===== config.mk =====
export PLATFORM = sky130hd
export DESIGN_NAME = key_debounce_multi
export DESIGN_NICKNAME = d
export VERILOG_FILES = /design/src/rtl/key_debounce_multi.sv
export SDC_FILE = /design/constraint.sdc
export NUM_CORES = 1
export LEC_CHECK = 0
export BUFFER_PORTS_ARGS = -buffer_cell sky130_fd_sc_hd__buf_2
export CORE_MARGIN = 5
export CORE_UTILIZATION = 40
export DETAILED_ROUTE_END_ITERATION = 8
export HOLD_SLACK_MARGIN = 0.05
export PLACE_DENSITY = 0.52
export SLEW_MARGIN = 20
export SYNTH_ARGS = -nofsm -noshare
export SYNTH_HDL_FRONTEND = slang
export SYNTH_HIERARCHICAL = 1
export SYNTH_SLANG_ARGS = --single-unit

===== constraint.sdc =====
create_clock -name sclk -period 2.29 [get_ports sclk]
set_input_delay 0.458 -clock sclk [delete_from_list [all_inputs] [get_ports sclk]]
set_output_delay 0.458 -clock sclk [all_outputs]
set_load 0.1 [all_outputs]

===== src/rtl/key_debounce_multi.sv =====
// key_debounce_multi: multi-channel key debouncer.
// Each active-low raw key is synchronized through two flops and filtered by a
// per-channel four-state FSM (IDLE, PRESS_FLT, DOWN, REL_FLT). The filter
// counter must see DELAY_10MS consecutive stable samples before a press or
// release is accepted. Press/release are one-cycle pulses; key_state is the
// debounced level (1 = pressed).
// Optional feature macro: KEY_LONG_PRESS_EN adds a key_long pulse fired once
// per press after LONG_CNT filter periods spent in the pressed state.

module key_debounce_lane #(
    parameter int DELAY_10MS = 500000,
    parameter int CNT_W      = 20
`ifdef KEY_LONG_PRESS_EN
    ,
    parameter int LONG_CNT   = 100
`endif
) (
    input  logic sclk,
    input  logic s_rst_n,
    input  logic key_raw,
    output logic key_state,
    output logic key_press,
    output logic key_release
`ifdef KEY_LONG_PRESS_EN
    ,
    output logic key_long
`endif
);

    typedef enum logic [1:0] {
        IDLE      = 2'd0,
        PRESS_FLT = 2'd1,
        DOWN      = 2'd2,
        REL_FLT   = 2'd3
    } state_t;

    localparam logic [CNT_W-1:0] CNT_MAX = CNT_W'(DELAY_10MS - 1);

    logic [1:0]       sync_q, sync_d;
    state_t           state_q, state_d;
    logic [CNT_W-1:0] cnt_q, cnt_d;
    logic             press_q, press_d;
    logic             release_q, release_d;
    logic             ks;
    logic             cnt_hit;

    // Two-flop synchronizer; resets to the released (high) level.
    always_comb begin
        sync_d = {sync_q[0], key_raw};
    end

    always_ff @(posedge sclk) begin
        if (!s_rst_n) sync_q <= 2'b11;
        else          sync_q <= sync_d;
    end

    assign ks      = sync_q[1];
    assign cnt_hit = (cnt_q == CNT_MAX);

    // Filter FSM: counter is cleared on every state entry and only compared
    // for equality, so it cannot run past CNT_MAX.
    always_comb begin
        state_d   = state_q;
        cnt_d     = cnt_q;
        press_d   = 1'b0;
        release_d = 1'b0;
        case (state_q)
            IDLE: begin
                if (!ks) begin
                    state_d = PRESS_FLT;
                    cnt_d   = '0;
                end
            end
            PRESS_FLT: begin
                if (ks) begin
                    state_d = IDLE;
                    cnt_d   = '0;
                end else if (cnt_hit) begin
                    state_d = DOWN;
                    cnt_d   = '0;
                    press_d = 1'b1;
                end else begin
                    cnt_d = cnt_q + 1'b1;
                end
            end
            DOWN: begin
                if (ks) begin
                    state_d = REL_FLT;
                    cnt_d   = '0;
                end
`ifdef KEY_LONG_PRESS_EN
                // While held, the counter free-runs modulo DELAY_10MS to mark
                // long-press periods.
                else if (cnt_hit) begin
                    cnt_d = '0;
                end else begin
                    cnt_d = cnt_q + 1'b1;
                end
`endif
            end
            REL_FLT: begin
                if (!ks) begin
                    state_d = DOWN;
                    cnt_d   = '0;
                end else if (cnt_hit) begin
                    state_d   = IDLE;
                    cnt_d     = '0;
                    release_d = 1'b1;
                end else begin
                    cnt_d = cnt_q + 1'b1;
                end
            end
            default: begin
                state_d = IDLE;
                cnt_d   = '0;
            end
        endcase
    end

    // FSM state, filter counter and pulse registers.
    always_ff @(posedge sclk) begin
        if (!s_rst_n) begin
            state_q   <= IDLE;
            cnt_q     <= '0;
            press_q   <= 1'b0;
            release_q <= 1'b0;
        end else begin
            state_q   <= state_d;
            cnt_q     <= cnt_d;
            press_q   <= press_d;
            release_q <= release_d;
        end
    end

    // Debounced level follows the FSM, so it changes in the same cycle as
    // the press/release pulse.
    assign key_state   = (state_q == DOWN) || (state_q == REL_FLT);
    assign key_press   = press_q;
    assign key_release = release_q;

`ifdef KEY_LONG_PRESS_EN
    localparam logic [7:0] LONG_MAX = 8'(LONG_CNT);

    logic [7:0] period_q, period_d;
    logic       long_q, long_d;

    // Period counter: restarts on a fresh press, advances on each DOWN wrap,
    // saturates at LONG_CNT so only one key_long fires per press.
    always_comb begin
        period_d = period_q;
        long_d   = 1'b0;
        if (state_q == PRESS_FLT && state_d == DOWN) begin
            period_d = '0;
        end else if (state_q == DOWN && !ks && cnt_hit && period_q != LONG_MAX) begin
            period_d = period_q + 8'd1;
            long_d   = (period_q == LONG_MAX - 8'd1);
        end
    end

    // Long-press period counter and pulse register.
    always_ff @(posedge sclk) begin
        if (!s_rst_n) begin
            period_q <= '0;
            long_q   <= 1'b0;
        end else begin
            period_q <= period_d;
            long_q   <= long_d;
        end
    end

    assign key_long = long_q;
`endif

endmodule

module key_debounce_multi #(
    parameter int KEY_NUM    = 4,
    parameter int DELAY_10MS = 500000,
    parameter int CNT_W      = 20,
    parameter int LONG_CNT   = 100
) (
    input  logic               sclk,
    input  logic               s_rst_n,
    input  logic [KEY_NUM-1:0] key,
    output logic [KEY_NUM-1:0] key_state,
    output logic [KEY_NUM-1:0] key_press,
    output logic [KEY_NUM-1:0] key_release
`ifdef KEY_LONG_PRESS_EN
    ,
    output logic [KEY_NUM-1:0] key_long
`endif
);

    // Elaboration-time parameter legality checks.
    generate
        if (KEY_NUM < 1 || KEY_NUM > 16) begin : g_bad_key_num
            $error("key_debounce_multi: KEY_NUM out of range 1..16");
        end
        if (DELAY_10MS < 2 || DELAY_10MS > (1 << CNT_W) - 1) begin : g_bad_delay
            $error("key_debounce_multi: DELAY_10MS out of range");
        end
        if (LONG_CNT < 1 || LONG_CNT > 255) begin : g_bad_long
            $error("key_debounce_multi: LONG_CNT out of range 1..255");
        end
    endgenerate

    // One fully independent debounce lane per key.
    generate
        for (genvar g = 0; g < KEY_NUM; g++) begin : g_lane
            key_debounce_lane #(
                .DELAY_10MS (DELAY_10MS),
                .CNT_W      (CNT_W)
`ifdef KEY_LONG_PRESS_EN
                ,
                .LONG_CNT   (LONG_CNT)
`endif
            ) u_lane (
                .sclk        (sclk),
                .s_rst_n     (s_rst_n),
                .key_raw     (key[g]),
                .key_state   (key_state[g]),
                .key_press   (key_press[g]),
                .key_release (key_release[g])
`ifdef KEY_LONG_PRESS_EN
                ,
                .key_long    (key_long[g])
`endif
            );
        end
    endgenerate

endmodule


After elaboration in Yosys (flattened, before gate mapping)
Index checks and enable logic that the tools add are counted.
- bits of input ports: 6
- word-level logic and storage cells: 141
- bits in registers: 104
- output and inout port bits: 12
- $add $sub $neg: 4
- reductions and logical operators: 24
- mux-type cells: 56
- bitwise gates (word level): 5
- equal/unequal tests: 32
- operators with widths (operator ; number):
    20-bit two-way mux ; 20
    20-bit one-hot mux with 4 select lines ; 4
    20-bit by 1-bit adder with 20-bit output (second input constant) ; 4
    20-bit by 19-bit == test with 1-bit output (second input constant) ; 4
    2-bit two-way mux ; 24
    2-bit one-hot mux with 4 select lines ; 4
    2-bit == test (second input constant) ; 8
    4-bit AND reduction ; 4
    3-bit by 1-bit inequality test with 1-bit output (second input constant) ; 4
    3-bit inequality test (second input constant) ; 4
    3-bit AND reduction ; 4
    3-bit OR reduction ; 4
    2-bit by 1-bit == test with 1-bit output (second input constant) ; 4
    2-bit logical NOT ; 4
    2-bit by 1-bit inequality test with 1-bit output (second input constant) ; 4
    2-bit inequality test (second input constant) ; 4
    2-bit AND reduction ; 4
    1-bit NOT ; 5
    1-bit logical OR ; 4
    1-bit two-way mux ; 4

Depth between registers and ports, before layout
Gate-level depths: netlist of run 1.
- depth in word-level cells: 4
- depth in mapped cells: 7

Modules after synthesis
The synthesis of run 1 kept the hierarchy.
- by module, submodules not included (module ; cells an instance ; sequential area each (um2) ; times used ; area each (um2)):
    key_debounce_lane (g_lane[0].u_lane ...) ; 156 ; 520.5 ; 3 ; 1303.8
    key_debounce_lane (g_lane[3].u_lane) ; 150 ; 520.5 ; 1 ; 1288.7

Least setup slack after synthesis of run 1
No wires, ideal clock.
- kind: register -> register
- from: register g_lane[0].u_lane.cnt_q[5]
- to: register g_lane[0].u_lane.cnt_q[17]
- setup time: 120 ps
- cell stages (with the launch flop): 8
- setup slack: 398 ps
- arrival: 1772 ps
- period minus slack after synthesis: 1892 ps
- cell sequence: dfxtp_1 > buf_6 > or4b_4 > nor4_4 > a211oi_4 > buf_6 > a32oi_2 > nand2_1
- longest elaborated chain between the ends: 4
- ends and longest elaborated chain (element ; RTL line ; source):
    from (decl) ; 41 ; logic [CNT_W-1:0] cnt_q, cnt_d;
    from (signal assigned) ; 129 ; cnt_q <= cnt_d;
    20-bit by 1-bit adder with 20-bit output or 20-bit by 19-bit == test with 1-bit output (tied branches) ; 83, 110, 58 ;
    20-bit two-way mux * ; 78, 105 ;
    20-bit two-way mux (on tied branches) ; 102, 75 ;
    20-bit one-hot mux with 4 select lines * ; 67 ; case (state_q)
Mark *: on every way between the ends. The rest lies on a longest branch, timed or not.
A chain may end at the register's enable or synchronous reset.

Worst setup path in the final report of run 1
- from: register g_lane[1].u_lane.cnt_q[12]
- to: register g_lane[1].u_lane.cnt_q[17]
- longest elaborated chain between the ends: 4
- ends and longest elaborated chain (element ; RTL line):
    from (decl) ; 41
    from (signal assigned) ; 129
    20-bit by 1-bit adder with 20-bit output or 20-bit by 19-bit == test with 1-bit output (tied branches) ; 83, 110, 58
    20-bit two-way mux * ; 78, 105
    20-bit two-way mux (on tied branches) ; 102, 75
    20-bit one-hot mux with 4 select lines * ; 67
Marks and branches as above.

==> impl_metrics.tcl, run 1 <==
set metrics [dict create \
    status "finished clean" \
    synth_async_sr_flop_share_pct 0 \
    whs_path_depth 2 \
    max_stage_delay_ns 0.57 \
    cts_setup_buffers 0 \
    synth_xor_area_share_pct 1.85 \
    dieArea_sq_mm 0.0154 \
    pwr-share-seq_pct 53.9 \
    powerDensity_mw_per_mm2 592 \
    synth_top_area_share_pct 40.0 \
    clock_path_buffers 2 \
    cp.required_ns 2.54 \
    r2r-end "g_lane[1].u_lane/cnt_q[17]" \
    crit_chain "or4b_4, nor4_4, a211oi_2, a32oi_2, nand2_1" \
    drc 0 \
    synth_cells 618 \
    sw_frac_of_total_pct 22.9 \
    combPwrFrac_pct 3.1 \
    total_leakage_power_uw 0.00194 \
    post-route-util_pct 45.1 \
    portBuffers 17 \
    rows 41 \
    cts_tree "done" \
    crit_fanout 11 \
    synth_compound_area_share_pct 20.7 \
    wirelength_um 11600 \
    slew_violations 0 \
    fin_crit_sh_pct 94.9 \
    synth_top_family_by_area "simple AND/OR/NAND/NOR gates" \
    critPathCaptureType "register" \
    hp-start "key[2]" \
    ys_seq_elements 104 \
    crit_arrival_ns 2.42 \
    synth_seq_area_share_pct 40.0 \
    synth_edf_count 0 \
    worstSkewPairLatency_ns 0.35 \
    synth_mux_area_share_pct 1.35 \
    r2r-start "g_lane[1].u_lane/cnt_q[12]" \
    syn2layout_area_growth_pct 9.89 \
    place_hpwl_um 7770 \
    cts.sinks 104 \
    clk_pin_slew_ns 0.07 \
    cpLargestDelayFamily "simple AND/OR/NAND/NOR gates" \
    vias_per_cell 5.62 \
    hp-class "in -> reg" \
    power.total_uw 3380 \
    syn-num-nets 628 \
    hold_viol_final 0 \
    fin_nets 645 \
    worst_pin_slew_ns 0.881 \
    antenna_found_initial 0 \
    core_area_sq_mm 0.0127 \
    drtAntennaViolNets 0 \
    cts-hold-fix-buffers 0 \
    wire_per_inst_um 14.3 \
    worst_clock_skew_ns 0.00632 \
    synth_largest_area_cell "dfxtp_1" \
    slew_headroom_pct 41.1 \
    max-vdd-ir-drop_mv 0.443 \
    gp_congestion 0.802 \
    rsz0062_at_grt "false" \
    grt_max_degree 24 \
    boundaryPins 18 \
    fp.dieW_um 124 \
    drive_above_1_share_pct 11.1 \
    startpoint_type "register" \
    root_buffer "clkbuf_16" \
    rrSetupSlack_ns 0.12 \
    grt_usage_pct 15.4 \
    drv_cap 0 \
    grt_pass1_vias 3945 \
    yosys_warnings 6 \
    ys.flop_type "dfxtp_1" \
    cts_buffers 9 \
    htreeDepth 3 \
    setup_tns_ns 0 \
    fmax_mhz 460 \
    synthAdderAreaFrac_pct 0.962 \
    synth_cell_types 57 \
    post_cts_resized 0 \
    diodes 0 \
    p_clk_share_pct 43.0 \
    intPower_uw 2610 \
    num_vias 4558 \
    dr.pass1.iters 4 \
    cpMaxStageDelayCell "or4b_4" \
    overflow 0 \
    period_minus_slack_ns 2.17 \
    die_height_um 124 \
    switchingPower_uw 773 \
    synth-simple-area-share_pct 29.5 \
    hold_end "g_lane[2].u_lane/sync_q[0]" \
    worst_r2r_path_depth 5 \
    critical_path_class "reg -> reg" \
    grt_pass1_wl_um 19000 \
    netlist_top_cells_area "dfxtp_1, nand3_1, a21oi_1" \
    drtIter0Drc 304 \
    setup_viol 0 \
    initial_utilization_pct 41.0 \
    synth_area_per_cell_sq_um 8.41 \
    synth_area_sq_mm 0.00520 \
    path_buf_inv 0 \
]
worst max-delay path by stage:
stage,start,to,cells after the start
after floorplan,g_lane[0].u_lane/cnt_q[5],g_lane[0].u_lane/cnt_q[17],7
after global placement,s_rst_n,g_lane[2].u_lane/cnt_q[9],5
after detailed placement,s_rst_n,g_lane[2].u_lane/cnt_q[9],5
after CTS,g_lane[1].u_lane/cnt_q[0],g_lane[1].u_lane/cnt_q[9],6
after global routing,g_lane[1].u_lane/cnt_q[12],g_lane[1].u_lane/cnt_q[17],5
final,g_lane[1].u_lane/cnt_q[12],g_lane[1].u_lane/cnt_q[17],5
flip-flops by register name, summed over array words and instances (netlist names), named ones only:
signal	flops
g_lane.u_lane/cnt_q	80
g_lane.u_lane/sync_q	8
g_lane.u_lane/key_press	4
g_lane.u_lane/key_release	4
g_lane.u_lane/state_q	4
final cells by class:
| class | instances | area, sq um |
|---|---|---|
| Timing Repair Buffer | 29 | 175 |
| Clock buffer | 10 | 239 |
| Sequential cell | 104 | 2080 |
| Tap cell | 172 | 215 |
| Fill cell | 1274 | 6960 |
| Inverter | 28 | 105 |
| Clock inverter | 5 | 33.8 |
| Multi-Input combinational cell | 463 | 2860 |
cells by family after synthesis:
family	count (synthesis)
flops	104
simple gates	277
xor+xnor	11
mux	7
fa+ha+maj	4
compound gates	161
buf+inv	54
power groups by stage:
| stage | Combinational (uW) | Clock, uW | Sequential, uW |
|---|---|---|---|
| final | 106 | 1450 | 1820 |
| after global routing | 119 | 1580 | 1820 |
| after CTS | 105 | 1510 | 1820 |
| after detailed placement | 104 | 0 | 1870 |
| after global placement | 104 | 0 | 1870 |
| after floorplan | 75.1 | 0 | 1860 |
cell usage after synthesis (4+ instances only):
master,instances
dfxtp_1,104
xor2_1,6
nor3_1,11
nand3_1,62
mux2i_1,7
nand2b_1,11
and3_1,14
nand3b_1,6
a31oi_1,27
buf_6,11
nor3b_1,6
xnor2_1,5
nor2_1,34
a21o_1,5
o21ai_0,29
a41oi_1,4
or3_1,12
nand4_1,20
and2_1,8
a21boi_0,11
inv_1,28
ha_1,4
nor4_1,4
nand2_1,62
a21oi_1,51
clkbuf_1,12
metal layers:
| metal | global-route usage [%] | part of all wire [%] |
|---|---|---|
| met4 | 4.11 | 1.0 |
| met5 | 0 | 0 |
| met3 | 4.68 | 3.9 |
| met1 | 20.8 | 51 |
| met2 | 24.1 | 44 |
placed cells by master, fill, tap and decap left out, types with 14 or more instances in the layout:
cell	n
a21oi_1	51
a31oi_1	27
and3_1	14
buf_2	17
dfxtp_1	104
inv_1	28
nand2_1	62
nand3_1	62
nand4_1	20
nor2_1	34
o21ai_0	29
metrics by stage:
| step | hold slack [ns] | worst slack, ns | cell area (sq um) | instances |
|---|---|---|---|---|
| 5_1_grt | 0.267 | 0.00537 | 5710 | 811 |
| 4_1_cts | 0.262 | 0.156 | 5680 | 808 |
| 6_report | 0.278 | 0.118 | 5710 | 811 |
| 3_5_place_dp | 0.396 | 0.131 | 5400 | 793 |
| 2_1_floorplan | 0.386 | 0.398 | 5200 | 618 |
| 3_3_place_gp | 0.390 | 0.168 | 5400 | 793 |
(Power assumes the default switching activity.)
==> run 2, diff against run 1 <==
GPL_TIMING_DRIVEN = 0   (was default)
clock period = 2.12 ns   (was 2.29 ns; I/O delays follow)
==> run 2 against run 1 <==
Effect of this change:
- via count grew 0.29%
- core utilization rose by 1.0 points
- total power rose by 12%
- worst hold slack got worse by 0.027 ns
- die area unchanged
- highest routed layer unchanged
- critical path depth is 1 higher
- critical path type unchanged
==> impl_metrics.tcl, run 2 (synthesis results as in run 1) <==
set metrics [dict create \
    overflow 0 \
    hold_viol_final 0 \
    crit_fanout 8 \
    wire_per_inst_um 14.2 \
    boundaryPins 18 \
    top_regs "g_lane.u_lane/cnt_q x80, g_lane.u_lane/sync_q x8" \
    cts_buffers 9 \
    grt_usage_pct 16.5 \
    grt_pass1_wl_um 20100 \
    antenna_found_initial 0 \
    rsz0062_at_grt "true" \
    crit_arrival_ns 2.25 \
    power.total_uw 3800 \
    stdcell_area_sq_mm 0.00584 \
    initial_utilization_pct 41.0 \
    fin_crit_sh_pct 94.5 \
    portBuffers 17 \
    worstSkewPairLatency_ns 0.35 \
    clk_pin_slew_ns 0.07 \
    root_buffer "clkbuf_16" \
    cp.required_ns 2.36 \
    drtAntennaViolNets 0 \
    dpl_cell_area_sq_mm 0.00550 \
    layout_commonest_cell "dfxtp_1" \
    drc 0 \
    core_area_sq_mm 0.0127 \
    slew_violations 0 \
    largest_reg_flops 80 \
    critPathCaptureType "register" \
    diodes 0 \
    max-vdd-ir-drop_mv 0.425 \
    period_minus_slack_ns 2.00 \
    rows 41 \
    cts-hold-fix-buffers 0 \
    drtIter0Drc 270 \
    dieArea_sq_mm 0.0154 \
    dr.pass1.iters 4 \
    status "finished clean" \
    fp.dieW_um 124 \
    fin_nets 659 \
    cts.sinks 104 \
    startpoint_type "register" \
    vias_per_cell 5.53 \
    cts_tree "done" \
    die_height_um 124 \
    grt_pass1_vias 4297 \
    place_hpwl_um 8260 \
    grt_max_degree 17 \
    setup_viol 0 \
    htreeDepth 3 \
    fmax_mhz 499 \
    hp-class "in -> reg" \
    num_vias 4571 \
    place_ws_ns 0.0545 \
    drive_above_1_share_pct 11.9 \
    clock_path_buffers 2 \
    worst_pin_slew_ns 0.729 \
    timing.final.ws_setup_ns 0.117 \
    gp_congestion 0.798 \
    syn2layout_area_growth_pct 12.4 \
    rrSetupSlack_ns 0.12 \
    largest_register "g_lane.u_lane/cnt_q" \
    powerDensity_mw_per_mm2 650 \
    drv_cap 0 \
    critical_path_class "reg -> reg" \
    worst_hold_slack_ns 0.251 \
    slew_headroom_pct 51.0 \
    mostFrequentLayoutCells "dfxtp_1, nand3_1, nand2_1" \
    total_leakage_power_uw 0.00201 \
    wirelength_um 11700 \
    worst_clock_skew_ns 0.00604 \
]
[run 2: area by class of cell]
class	count	area [sq um]
multi-input cells	460	2840
plain buffers	26	186
inverters	28	105
repair buffers	20	108
fillers	1283	6830
clock inverters	5	53.8
well taps	172	215
clock buffers	11	253
flip-flops and latches	104	2080
[run 2: what timing repair did]
action | CTS | global route
setup buffers | 0 | 3
endpoints found under the setup margin | 0 | 37
endpoints found under the hold margin | 0 | 0
gates resized for setup | 0 | 4
[run 2: where the power goes]
group          internal (uW)  total (uW)  leakage (uW)  switching (uW)
Combinational           37.4         115       0.00102            77.3
Clock                    978        1720      0.000156             737
Sequential              1960        1970      0.000840            8.44
Total                   2980        3800       0.00201             823
[run 2: final timing paths]
check / start / endpoint / cells after the start
worst max-delay path: g_lane[1].u_lane/cnt_q[13] / g_lane[1].u_lane/cnt_q[18] / 6
worst min-delay path: key[2] / g_lane[2].u_lane/sync_q[0] / 2
worst max register to register: g_lane[1].u_lane/cnt_q[13] / g_lane[1].u_lane/cnt_q[18] / 6
worst min register to register: g_lane[3].u_lane/sync_q[0] / g_lane[3].u_lane/sync_q[1] / 1
[run 2: through the flow]
step	setup TNS (ns)	utilization [%]	cells
2_1_floorplan	0	-	618
3_3_place_gp	0	43.4	807
3_5_place_dp	0	43.4	807
4_1_cts	0	45.8	823
5_1_grt	-0.0226	46.1	826
6_report	0	46.1	826
[run 2: critical path: stages (launching register included)]
cell and delay [ns]:
dfxtp_1 0.43, or4b_4 0.50, nor4_4 0.34, buf_4 0.18, a211o_2 0.23, nor3_1 0.07
o21bai_1 0.15
[run 2: routing by layer]
metal  part of all wire [%]  routed length [um]  track usage (%)  up-vias
li1                       -                   -                -     2342
met1                     49                5750             21.8     2151
met2                     45                5320             25.7       63
met3                    3.8                 445             4.59       15
met4                    1.6                 186             6.02        0
met5                      0                   0                0        -
